`src/rtl/fetch_sequencer_if.sv`:
```
// Fetch-side bundle: opcode-buffer load handshake, branch redirect and decode output.
// The sequencer holds the master modport; the buffer/decode environment holds the slave modport.
interface fetch_sequencer_if #(
    parameter int ADDRESS_WIDTH = 32,
    parameter int WORD_WIDTH    = 32
);
    // Buffer side: bufStart is a one-cycle request, and bufBusy rises on the following edge.
    // The word is valid on bufOpcode once bufBusy has fallen.
    // Decode side: the head entry transfers on every rising edge where opValid && opReady.
    // opValid never depends on opReady.
    logic [ADDRESS_WIDTH-1:0] bufIp;
    logic                     bufStart;
    logic                     bufBusy;
    logic [WORD_WIDTH-1:0]    bufOpcode;
    logic                     redirect;
    logic [ADDRESS_WIDTH-1:0] redirectTarget;
    logic                     opValid;
    logic [WORD_WIDTH-1:0]    opcode;
    logic [ADDRESS_WIDTH-1:0] opAddress;
    logic                     opReady;
    logic [1:0]               dbgState;

    modport master (
        output bufIp, bufStart, opValid, opcode, opAddress, dbgState,
        input  bufBusy, bufOpcode, redirect, redirectTarget, opReady
    );

    modport slave (
        input  bufIp, bufStart, opValid, opcode, opAddress, dbgState,
        output bufBusy, bufOpcode, redirect, redirectTarget, opReady
    );
endinterface

```
`src/rtl/fetch_sequencer.sv`:
```
// Instruction-fetch sequencer: drives single-outstanding buffer loads, tags returned words
// with their address in a small prefetch queue, and flushes on branch redirect.
module fetch_sequencer #(
    parameter int                       ADDRESS_WIDTH = 32,
    parameter int                       WORD_WIDTH    = 32,
    parameter int                       DEPTH         = 4,
    parameter logic [ADDRESS_WIDTH-1:0] RESET_VECTOR  = '0
) (
    input logic              clk,
    input logic              reset,
    fetch_sequencer_if.master bus
);
    localparam int PTR_W = $clog2(DEPTH);
    localparam int CNT_W = $clog2(DEPTH + 1);
    localparam logic [ADDRESS_WIDTH-1:0] PC_STEP = ADDRESS_WIDTH'(WORD_WIDTH / 8);
    localparam logic [CNT_W-1:0]         FULL    = CNT_W'(DEPTH);

    typedef enum logic [1:0] {
        IDLE  = 2'd0,
        ISSUE = 2'd1,
        ACK   = 2'd2,
        DATA  = 2'd3
    } state_t;

    state_t                   state;
    logic [ADDRESS_WIDTH-1:0] pc;
    logic                     discard;
    logic                     start_q;
    logic [ADDRESS_WIDTH-1:0] ip_q;

    logic [WORD_WIDTH-1:0]    q_op   [DEPTH];
    logic [ADDRESS_WIDTH-1:0] q_addr [DEPTH];
    logic [PTR_W-1:0]         rd_ptr;
    logic [PTR_W-1:0]         wr_ptr;
    logic [CNT_W-1:0]         count;

    logic                     capture;
    logic                     push;
    logic                     pop;
    logic [CNT_W-1:0]         count_next;
    logic [ADDRESS_WIDTH-1:0] pc_after;
    logic [ADDRESS_WIDTH-1:0] pc_next_fetch;

    always_comb begin
        capture    = (state == DATA) && !bus.bufBusy;
        push       = capture && !discard && !bus.redirect;
        pop        = bus.opReady && (count != '0) && !bus.redirect;
        count_next = count;
        if (bus.redirect) begin
            count_next = '0;
        end else begin
            case ({push, pop})
                2'b10:   count_next = count + CNT_W'(1);
                2'b01:   count_next = count - CNT_W'(1);
                default: count_next = count;
            endcase
        end
        // A discarded word was fetched from a stale pc, so pc already holds the new target.
        pc_after      = discard ? pc : pc + PC_STEP;
        pc_next_fetch = bus.redirect ? bus.redirectTarget : pc_after;
    end

    // Queue storage carries no reset; entries are only observable while count is non-zero.
    always_ff @(posedge clk) begin
        if (push) begin
            q_op[wr_ptr]   <= bus.bufOpcode;
            q_addr[wr_ptr] <= pc;
        end
    end

    always_ff @(posedge clk) begin
        if (reset) begin
            rd_ptr <= '0;
            wr_ptr <= '0;
            count  <= '0;
        end else if (bus.redirect) begin
            rd_ptr <= '0;
            wr_ptr <= '0;
            count  <= '0;
        end else begin
            if (push) wr_ptr <= wr_ptr + PTR_W'(1);
            if (pop)  rd_ptr <= rd_ptr + PTR_W'(1);
            count <= count_next;
        end
    end

    always_ff @(posedge clk) begin
        if (reset) begin
            state   <= IDLE;
            pc      <= RESET_VECTOR;
            discard <= 1'b0;
            start_q <= 1'b0;
            ip_q    <= '0;
        end else begin
            start_q <= 1'b0;
            case (state)
                IDLE: begin
                    if (bus.redirect) begin
                        pc      <= bus.redirectTarget;
                        state   <= ISSUE;
                        start_q <= 1'b1;
                        ip_q    <= bus.redirectTarget;
                    end else if (count < FULL) begin
                        state   <= ISSUE;
                        start_q <= 1'b1;
                        ip_q    <= pc;
                    end
                end
                ISSUE: begin
                    // The request has already left, so a redirect here must drop its reply.
                    state <= ACK;
                    if (bus.redirect) begin
                        pc      <= bus.redirectTarget;
                        discard <= 1'b1;
                    end
                end
                ACK: begin
                    if (bus.redirect) begin
                        pc      <= bus.redirectTarget;
                        discard <= 1'b1;
                    end
                    if (bus.bufBusy) state <= DATA;
                end
                DATA: begin
                    if (capture) begin
                        pc      <= pc_next_fetch;
                        discard <= 1'b0;
                        if (count_next < FULL) begin
                            state   <= ISSUE;
                            start_q <= 1'b1;
                            ip_q    <= pc_next_fetch;
                        end else begin
                            state <= IDLE;
                        end
                    end else if (bus.redirect) begin
                        pc      <= bus.redirectTarget;
                        discard <= 1'b1;
                    end
                end
                default: state <= IDLE;
            endcase
        end
    end

    assign bus.bufStart  = start_q;
    assign bus.bufIp     = ip_q;
    assign bus.opValid   = (count != '0);
    assign bus.opcode    = (count != '0) ? q_op[rd_ptr] : '0;
    assign bus.opAddress = (count != '0) ? q_addr[rd_ptr] : '0;
    assign bus.dbgState  = state;
endmodule

```
`src/flat_wrapper.sv`:
```
// flat-port wrapper written by rule: the top's interface ports become plain ports
module fetch_sequencer_flat 
#(
    parameter int                       ADDRESS_WIDTH = 32,
    parameter int                       WORD_WIDTH    = 32,
    parameter int                       DEPTH         = 4,
    parameter logic [ADDRESS_WIDTH-1:0] RESET_VECTOR  = '0
)
  (clk, reset, bus_bufIp, bus_bufStart, bus_opValid, bus_opcode, bus_opAddress, bus_dbgState, bus_bufBusy, bus_bufOpcode, bus_redirect, bus_redirectTarget, bus_opReady);
  fetch_sequencer_if #(.ADDRESS_WIDTH(ADDRESS_WIDTH), .WORD_WIDTH(WORD_WIDTH)) bus_i ();
  input logic clk;
  input logic reset;
  output wire logic [$bits(bus_i.bufIp)-1:0] bus_bufIp;
  output wire logic [$bits(bus_i.bufStart)-1:0] bus_bufStart;
  output wire logic [$bits(bus_i.opValid)-1:0] bus_opValid;
  output wire logic [$bits(bus_i.opcode)-1:0] bus_opcode;
  output wire logic [$bits(bus_i.opAddress)-1:0] bus_opAddress;
  output wire logic [$bits(bus_i.dbgState)-1:0] bus_dbgState;
  input wire logic [$bits(bus_i.bufBusy)-1:0] bus_bufBusy;
  input wire logic [$bits(bus_i.bufOpcode)-1:0] bus_bufOpcode;
  input wire logic [$bits(bus_i.redirect)-1:0] bus_redirect;
  input wire logic [$bits(bus_i.redirectTarget)-1:0] bus_redirectTarget;
  input wire logic [$bits(bus_i.opReady)-1:0] bus_opReady;
  assign bus_bufIp = bus_i.bufIp;
  assign bus_bufStart = bus_i.bufStart;
  assign bus_opValid = bus_i.opValid;
  assign bus_opcode = bus_i.opcode;
  assign bus_opAddress = bus_i.opAddress;
  assign bus_dbgState = bus_i.dbgState;
  assign bus_i.bufBusy = bus_bufBusy;
  assign bus_i.bufOpcode = bus_bufOpcode;
  assign bus_i.redirect = bus_redirect;
  assign bus_i.redirectTarget = bus_redirectTarget;
  assign bus_i.opReady = bus_opReady;
  fetch_sequencer #(.ADDRESS_WIDTH(ADDRESS_WIDTH), .WORD_WIDTH(WORD_WIDTH), .DEPTH(DEPTH), .RESET_VECTOR(RESET_VECTOR)) u_core (.clk(clk), .reset(reset), .bus(bus_i));
endmodule
```
`config.mk`:
```
export PLATFORM = sky130hd
export DESIGN_NAME = fetch_sequencer_flat
export DESIGN_NICKNAME = d
export VERILOG_FILES = /design/src/rtl/fetch_sequencer_if.sv /design/src/rtl/fetch_sequencer.sv /design/src/flat_wrapper.sv
export SDC_FILE = /design/constraint.sdc
export NUM_CORES = 1
export LEC_CHECK = 0
export BUFFER_PORTS_ARGS = -buffer_cell sky130_fd_sc_hd__buf_2
export CAP_MARGIN = 25
export CORE_ASPECT_RATIO = 1.75
export CORE_MARGIN = 4
export CORE_UTILIZATION = 25
export CTS_CLUSTER_DIAMETER = 40
export DETAILED_ROUTE_END_ITERATION = 8
export PLACE_DENSITY_LB_ADDON = 0.15
export SLEW_MARGIN = 10
export SYNTH_ARGS = -nofsm -noshare
export SYNTH_HDL_FRONTEND = slang
export SYNTH_SLANG_ARGS = --single-unit
```
`constraint.sdc`:
```
create_clock -name clk -period 4.8 [get_ports clk]
set_clock_uncertainty 0.1 [all_clocks]
set_input_delay 0.96 -clock clk [delete_from_list [all_inputs] [get_ports clk]]
set_output_delay 0.96 -clock clk [all_outputs]
set_load 0.005 [all_outputs]
```
# Yosys cells after proc, flatten, opt, wreduce, memory -nomap -nowiden

Memory sizes are Yosys's and may differ from the RTL's. A register that Yosys moved wholly into a read port is not among the register bits.
Index checks and enable logic that the tools add are counted.

Equal/unequal tests: 9
$lt $le $gt $ge: 2
Add/subtract/negate cells: 5
Reduce and logical (&&, ||, !) cells: 17
Muxes and demuxes: 34

Operators by type and width:

| kind                    | count |
|---|---|
| $mux W32                | 10 |
| $pmux W32 S2            | 2 |
| $add A32 B3 Y32 const B | 1 |
| $mux W2                 | 8 |
| $mux W1                 | 9 |
| $pmux W2 S4             | 1 |
| $eq A2 B2 Y1 const B    | 3 |
| $lt A3 B3 Y1 const B    | 2 |
| $pmux W3 S2             | 1 |
| $logic_and A1 B1 Y1     | 5 |
| $add A2 B1 Y2 const B   | 2 |
| $eq A2 B1 Y1 const B    | 2 |
| $ne A2 B2 Y1 const B    | 2 |
| $pmux W1 S2             | 2 |
| $reduce_and A4 Y1       | 1 |
| $reduce_bool A2 Y1      | 2 |
| $reduce_or A2 Y1        | 2 |
| $add A3 B1 Y3 const B   | 1 |
| $logic_not A1 Y1        | 3 |
| $mux W3                 | 1 |
| $ne A3 B2 Y1 const B    | 1 |
| $reduce_and A3 Y1       | 1 |
| $reduce_bool A3 Y1      | 1 |
| $reduce_or A3 Y1        | 1 |
| other kinds (3)         | 3 |

Memory bits (writable): 256
Output and inout port bits: 100
Register bits after elaboration: 75
Logic and storage cells: 77
Memories: 2

Memory list:

| memory        | depth | width | rd ports | clocked after Yosys merged registers in | write ports | RTL line              | text |
|---|---|---|---|---|---|---|---|
| u_core.q_addr | 4     | 32    | 1        | 1                                       | 1           | fetch_sequencer.sv:32 | `logic [ADDRESS_WIDTH-1:0] q_addr [DEPTH];` |
| u_core.q_op   | 4     | 32    | 1        | 1                                       | 1           | fetch_sequencer.sv:31 | `logic [WORD_WIDTH-1:0] q_op [DEPTH];` |

# Depth between registers and ports, before layout

Word-level depth: 11
Gate-level depth with buffers: 14
Mapped depth without buffers: 11

# Worst setup path after synthesis

Ideal clock, no wire load.

Kind: in2reg
Start: input port bus_redirect
End: register u_core.ip_q[8], in the netlist u_core.bus.bufIp[8]
Arrival time: 3.694 ns
Data required time: 4.630 ns
Buffers on the path: 4
Setup slack: 0.936 ns
Stages on the path: 13
Path through: buf_2 > buf_2 > buf_2 > nor3_1 > inv_1 > ha_1 > fa_1 > xnor2_1 > nor4_1 > a221o_1 > buf_2 > a311o_1 > a21oi_1

Cells in the longest elaborated chain, start to end: 8
Elaborated cells on any way between the ends: 16
Classes of those cells: 1 x order compare; 4 x eq/ne; 7 x mux; 4 x reduce/logical

RTL lines:

| what                                                | RTL line                                     | text |
|---|---|---|
| from (decl)                                         | flat_wrapper.sv:21                           | `input wire logic [$bits(bus_i.redirect)-1:0] bus_redirect;` |
| $logic_not A1 Y1                                    | fetch_sequencer.sv:46, fetch_sequencer.sv:47 |  |
| $logic_and A1 B1 Y1 (on tied branches)              | fetch_sequencer.sv:47, fetch_sequencer.sv:46 |  |
| $eq A2 B1 Y1 / $eq A2 B2 Y1 (equally long branches) | fetch_sequencer.sv:52                        | `case ({push, pop})` |
| $pmux W3 S2                                         | fetch_sequencer.sv:52                        |  |
| $mux W3                                             | fetch_sequencer.sv:49                        | `if (bus.redirect) begin` |
| $lt A3 B3 Y1                                        | fetch_sequencer.sv:128                       | `if (count_next < FULL) begin` |
| $ne A2 B2 Y1 (no source line)                       | -                                            |  |
| $reduce_and A4 Y1 (no source line)                  | -                                            |  |
| to (signal assigned)                                | fetch_sequencer.sv:102                       | `ip_q <= bus.redirectTarget;` |
| to (signal assigned)                                | fetch_sequencer.sv:106                       | `ip_q <= pc;` |
| to (signal assigned)                                | fetch_sequencer.sv:131                       | `ip_q <= pc_next_fetch;` |
| to (decl)                                           | fetch_sequencer.sv:29                        | `logic [ADDRESS_WIDTH-1:0] ip_q;` |

Several ways; a longest one is shown, not always the timed one. The select of a mux whose other input is x is not followed.
A chain may end at the register's enable or synchronous reset.

==> results.json <==
{
  "max_freq_mhz": 267,
  "ys_dominant_reg_cell": "edfxtp_1",
  "irDropWorstVdd_uv": 342,
  "gr-usage-all-layers": 0.133,
  "h-tree-depth": 2,
  "syn_nets": 992,
  "path_clk_slew_ns": 0.06,
  "grt_remaining_overflow": 0,
  "arrival_ns": 2.68,
  "hpwl_um": 26300,
  "powerDensity_mw_per_mm2": 420,
  "slew_headroom": 0.430,
  "hp-class": "reg2reg",
  "die_h_um": 321,
  "worst_r2r_endpoint": "u_core.bus.bufIp[22]$_SDFFE_PP0P_",
  "min_path_cells": 2,
  "p_leak_nw": 6.05,
  "end_kind": "primary output",
  "finalHoldViolations": 0,
  "tns_ns": 0,
  "rsz0062_at_grt": "no",
  "drt_iter0_markers": 432,
  "vias": 8436,
  "routed_wl_um": 40300,
  "area_growth_pct": 21.7,
  "cts_tree": "done",
  "num_rows": 114,
  "worstPathMaxFanout": 27,
  "core-area_mm2": 0.0553,
  "reg2regPathDepth": 10,
  "final-setup-viol-count": 0,
  "r2r_start": "u_core.count[0]$_SDFFE_PP0N_",
  "postSynthRegisterBits": 333,
  "clock-sinks": 333,
  "yosysWarnings": 0,
  "drc": 0,
  "yosysSeqAreaShare": 0.658,
  "status": "complete, no violations",
  "cts_resized": 0,
  "ctsLongestPathBuffers": 3,
  "min_period_over_period": 0.779,
  "min-delay-start": "u_core.bus.bufIp[18]$_SDFFE_PP0P_",
  "fin_util": 0.308,
  "n_fill_cell": 5611,
  "grt_antenna_before_repair": 0,
  "ioPinCount": 169,
  "cp_slowest_stage_delay_ns": 0.79,
  "synth_edf_count": 256,
  "ys_async_sr_fraction": 0,
  "ant_nets": 0,
  "critPathSlowestCell": "dfxtp_4",
  "grt_first_pass_wirelength_um": 60400,
  "cts_root_buf": "clkbuf_16",
  "clk_latency_ns": 0.55,
  "grt_pass1_vias": 9098,
  "cts_made_buffers": 42,
  "hold-path-endpoint": "u_core.bus.bufIp[18]$_SDFFE_PP0P_",
  "route.detailed.vias_per_inst": 4.64,
  "period_needed_ns": 3.74,
  "cts_hold_buffers": 0,
  "grt_start_max_net_pins": 66,
  "drv_slew": 0,
  "wire_per_inst_um": 22.1,
  "yosys.cell_types.count": 69,
  "nets": 1169,
  "r2r_setup_slack_ns": 1.25,
  "maxCapViolations": 0,
  "synth_cells": 912,
  "avgSynthCellArea_um2": 15.4,
  "drt_first_pass_iters": 4,
  "port_buffers": 168,
  "path_cells": "buf_4 -> mux4_2 -> and2_1 -> buf_2",
  "worstPathRequired_ns": 3.74,
  "critPathKind": "reg2out",
  "antenna_cells": 0,
  "netlist_area_mm2": 0.0140,
  "die_w_um": 187,
  "post_cts_buffers": 0,
  "drive_above_1_share": 0.315,
  "crit_path_start_kind": "flip-flop",
  "die_area_mm2": 0.0601,
  "start_util": 0.253,
  "worst_pin_slew_ns": 0.848,
  "gp_congestion": 0.763
}
## Yosys cell counts, types with 3 or more instances
cell | number | area share
mux2_2 | 14 | 0.011
or3_1 | 4 | 0.0018
inv_1 | 11 | 0.0029
and2_1 | 72 | 0.032
mux4_2 | 64 | 0.10
mux2i_1 | 27 | 0.019
o311ai_0 | 3 | 0.0019
nand3_1 | 19 | 0.0068
nor2_1 | 45 | 0.012
nor4_1 | 5 | 0.0022
nor2b_1 | 11 | 0.0049
nor3_1 | 9 | 0.0032
dfxtp_1 | 77 | 0.11
o21ai_0 | 8 | 0.0029
and4_1 | 4 | 0.0025
nor4_2 | 4 | 0.0036
ha_1 | 10 | 0.0089
mux2_1 | 3 | 0.0024
o211a_1 | 3 | 0.0021
o211ai_1 | 6 | 0.0032
a21oi_1 | 33 | 0.012
buf_4 | 4 | 0.0021
a22o_1 | 3 | 0.0019
xor2_1 | 5 | 0.0031
nand4b_1 | 3 | 0.0019
nand4_1 | 22 | 0.0098
and3_1 | 11 | 0.0049
clkbuf_1 | 28 | 0.0075
nand2b_1 | 7 | 0.0031
a311oi_1 | 8 | 0.0050
a211oi_1 | 12 | 0.0064
nand2_1 | 42 | 0.011
o31ai_1 | 3 | 0.0016
a221o_1 | 3 | 0.0021
edfxtp_1 | 256 | 0.55
xnor2_1 | 10 | 0.0062
a311o_1 | 4 | 0.0029
buf_2 | 22 | 0.0078
## cells in the final DEF (no fill, tap or decap), types with 6 or more instances in the layout
cell,n
a211oi_1,12
a21oi_1,33
a311oi_1,8
and2_1,68
and3_1,11
buf_2,168
buf_4,16
clkbuf_1,8
clkbuf_16,43
dfxtp_1,75
edfxtp_1,256
ha_1,10
inv_1,11
inv_6,11
mux2_2,14
mux2i_1,27
mux4_2,64
nand2_1,42
nand2b_1,7
nand3_1,19
nand4_1,22
nor2_1,45
nor2b_1,11
nor3_1,9
o211ai_1,6
o21ai_0,8
xnor2_1,10
## registers in the layout (all words and copies together) (netlist names), 2 cells and up, named ones only
| name | flops |
|---|---|
| u_core.pc | 32 |
| u_core.count | 3 |
| u_core.wr_ptr | 2 |
| u_core.q_op | 128 |
| u_core.rd_ptr | 2 |
| u_core.q_addr | 128 |
| u_core.bus.dbgState | 2 |
| u_core.bus.bufIp | 32 |
## final cells by class
| cell class | count | area [um2] | area share |
|---|---|---|---|
| clock buffers | 51 | 1110 | 0.0648 |
| flip-flops and latches | 333 | 9240 | 0.541 |
| multi-input cells | 513 | 4520 | 0.265 |
| well taps | 696 | 871 | 0.0510 |
| repair buffers | 188 | 1040 | 0.0610 |
| clock inverters | 26 | 256 | 0.0150 |
| inverters | 11 | 41.3 | 0.00242 |
## kinds of logic (layout without fill, tap and decap cells)
| family | Yosys count | in the layout | synth area share |
|---|---|---|---|
| adders and majority gates | 11 | 11 | 0.0103 |
| AOI/OAI and AO/OA | 105 | 105 | 0.0527 |
| and+or+nand+nor | 274 | 274 | 0.113 |
| buffers and inverters | 66 | 276 | 0.0208 |
| DFF | 333 | 333 | 0.658 |
| muxes | 108 | 108 | 0.136 |
| xor gates and xnor gates | 15 | 15 | 0.00936 |
## metrics by stage
step,worst slack (ns),cells,hold WS [ns],cell area (um2),power (mW)
final,1.06,1818,0.352,17100,7.17
after global routing,0.830,1818,0.380,17100,7.49
after CTS,0.907,1818,0.357,17100,7.32
after detailed placement,0.773,1741,0.348,15700,4.14
after global placement,0.884,1741,0.342,15700,4.13
after floorplan,0.936,912,0.348,14000,3.79
## power breakdown
part | total (mW) | internal [mW] | leakage (nW) | switching (mW)
Clock | 3.11 | 1.80 | 0.668 | 1.31
Sequential | 3.34 | 3.22 | 2.96 | 0.121
Combinational | 0.716 | 0.279 | 2.42 | 0.437
Total | 7.17 | 5.30 | 6.05 | 1.87
## worst max-delay path, delay by kind of cell (launching register included)
kind / cells / cell delay, ns
flops: 1 / 0.79
simple gates: 1 / 0.17
buf+inv: 2 / 0.58
mux: 1 / 0.55
## metal layers
layer,vias up,share of wire,wire length (um),GRT usage
met4,0,0.036,1440,0.0518
li1,3938,-,-,-
met1,4221,0.40,16100,0.157
met5,-,0,0,0
met2,207,0.52,21000,0.237
met3,70,0.042,1690,0.0262
## how the worst max path moves through the flow
| stage | cells after the start | slack [ns] | to | start |
|---|---|---|---|---|
| 3_3_place_gp | 12 | 0.88 | u_core.bus.bufIp[2]$_SDFFE_PP0P_ | bus_bufBusy |
| 6_report | 4 | 1.06 | bus_opcode[10] | flip-flop |
| 2_1_floorplan | 13 | 0.94 | u_core.bus.bufIp[8]$_SDFFE_PP0P_ | bus_redirect |
| 4_1_cts | 4 | 0.91 | bus_opcode[10] | flip-flop |
| 3_5_place_dp | 12 | 0.77 | u_core.bus.bufIp[22]$_SDFFE_PP0P_ | bus_bufBusy |
| 5_1_grt | 4 | 0.83 | bus_opcode[10] | flip-flop |
No activity file was read; power rests on OpenSTA's default activity.
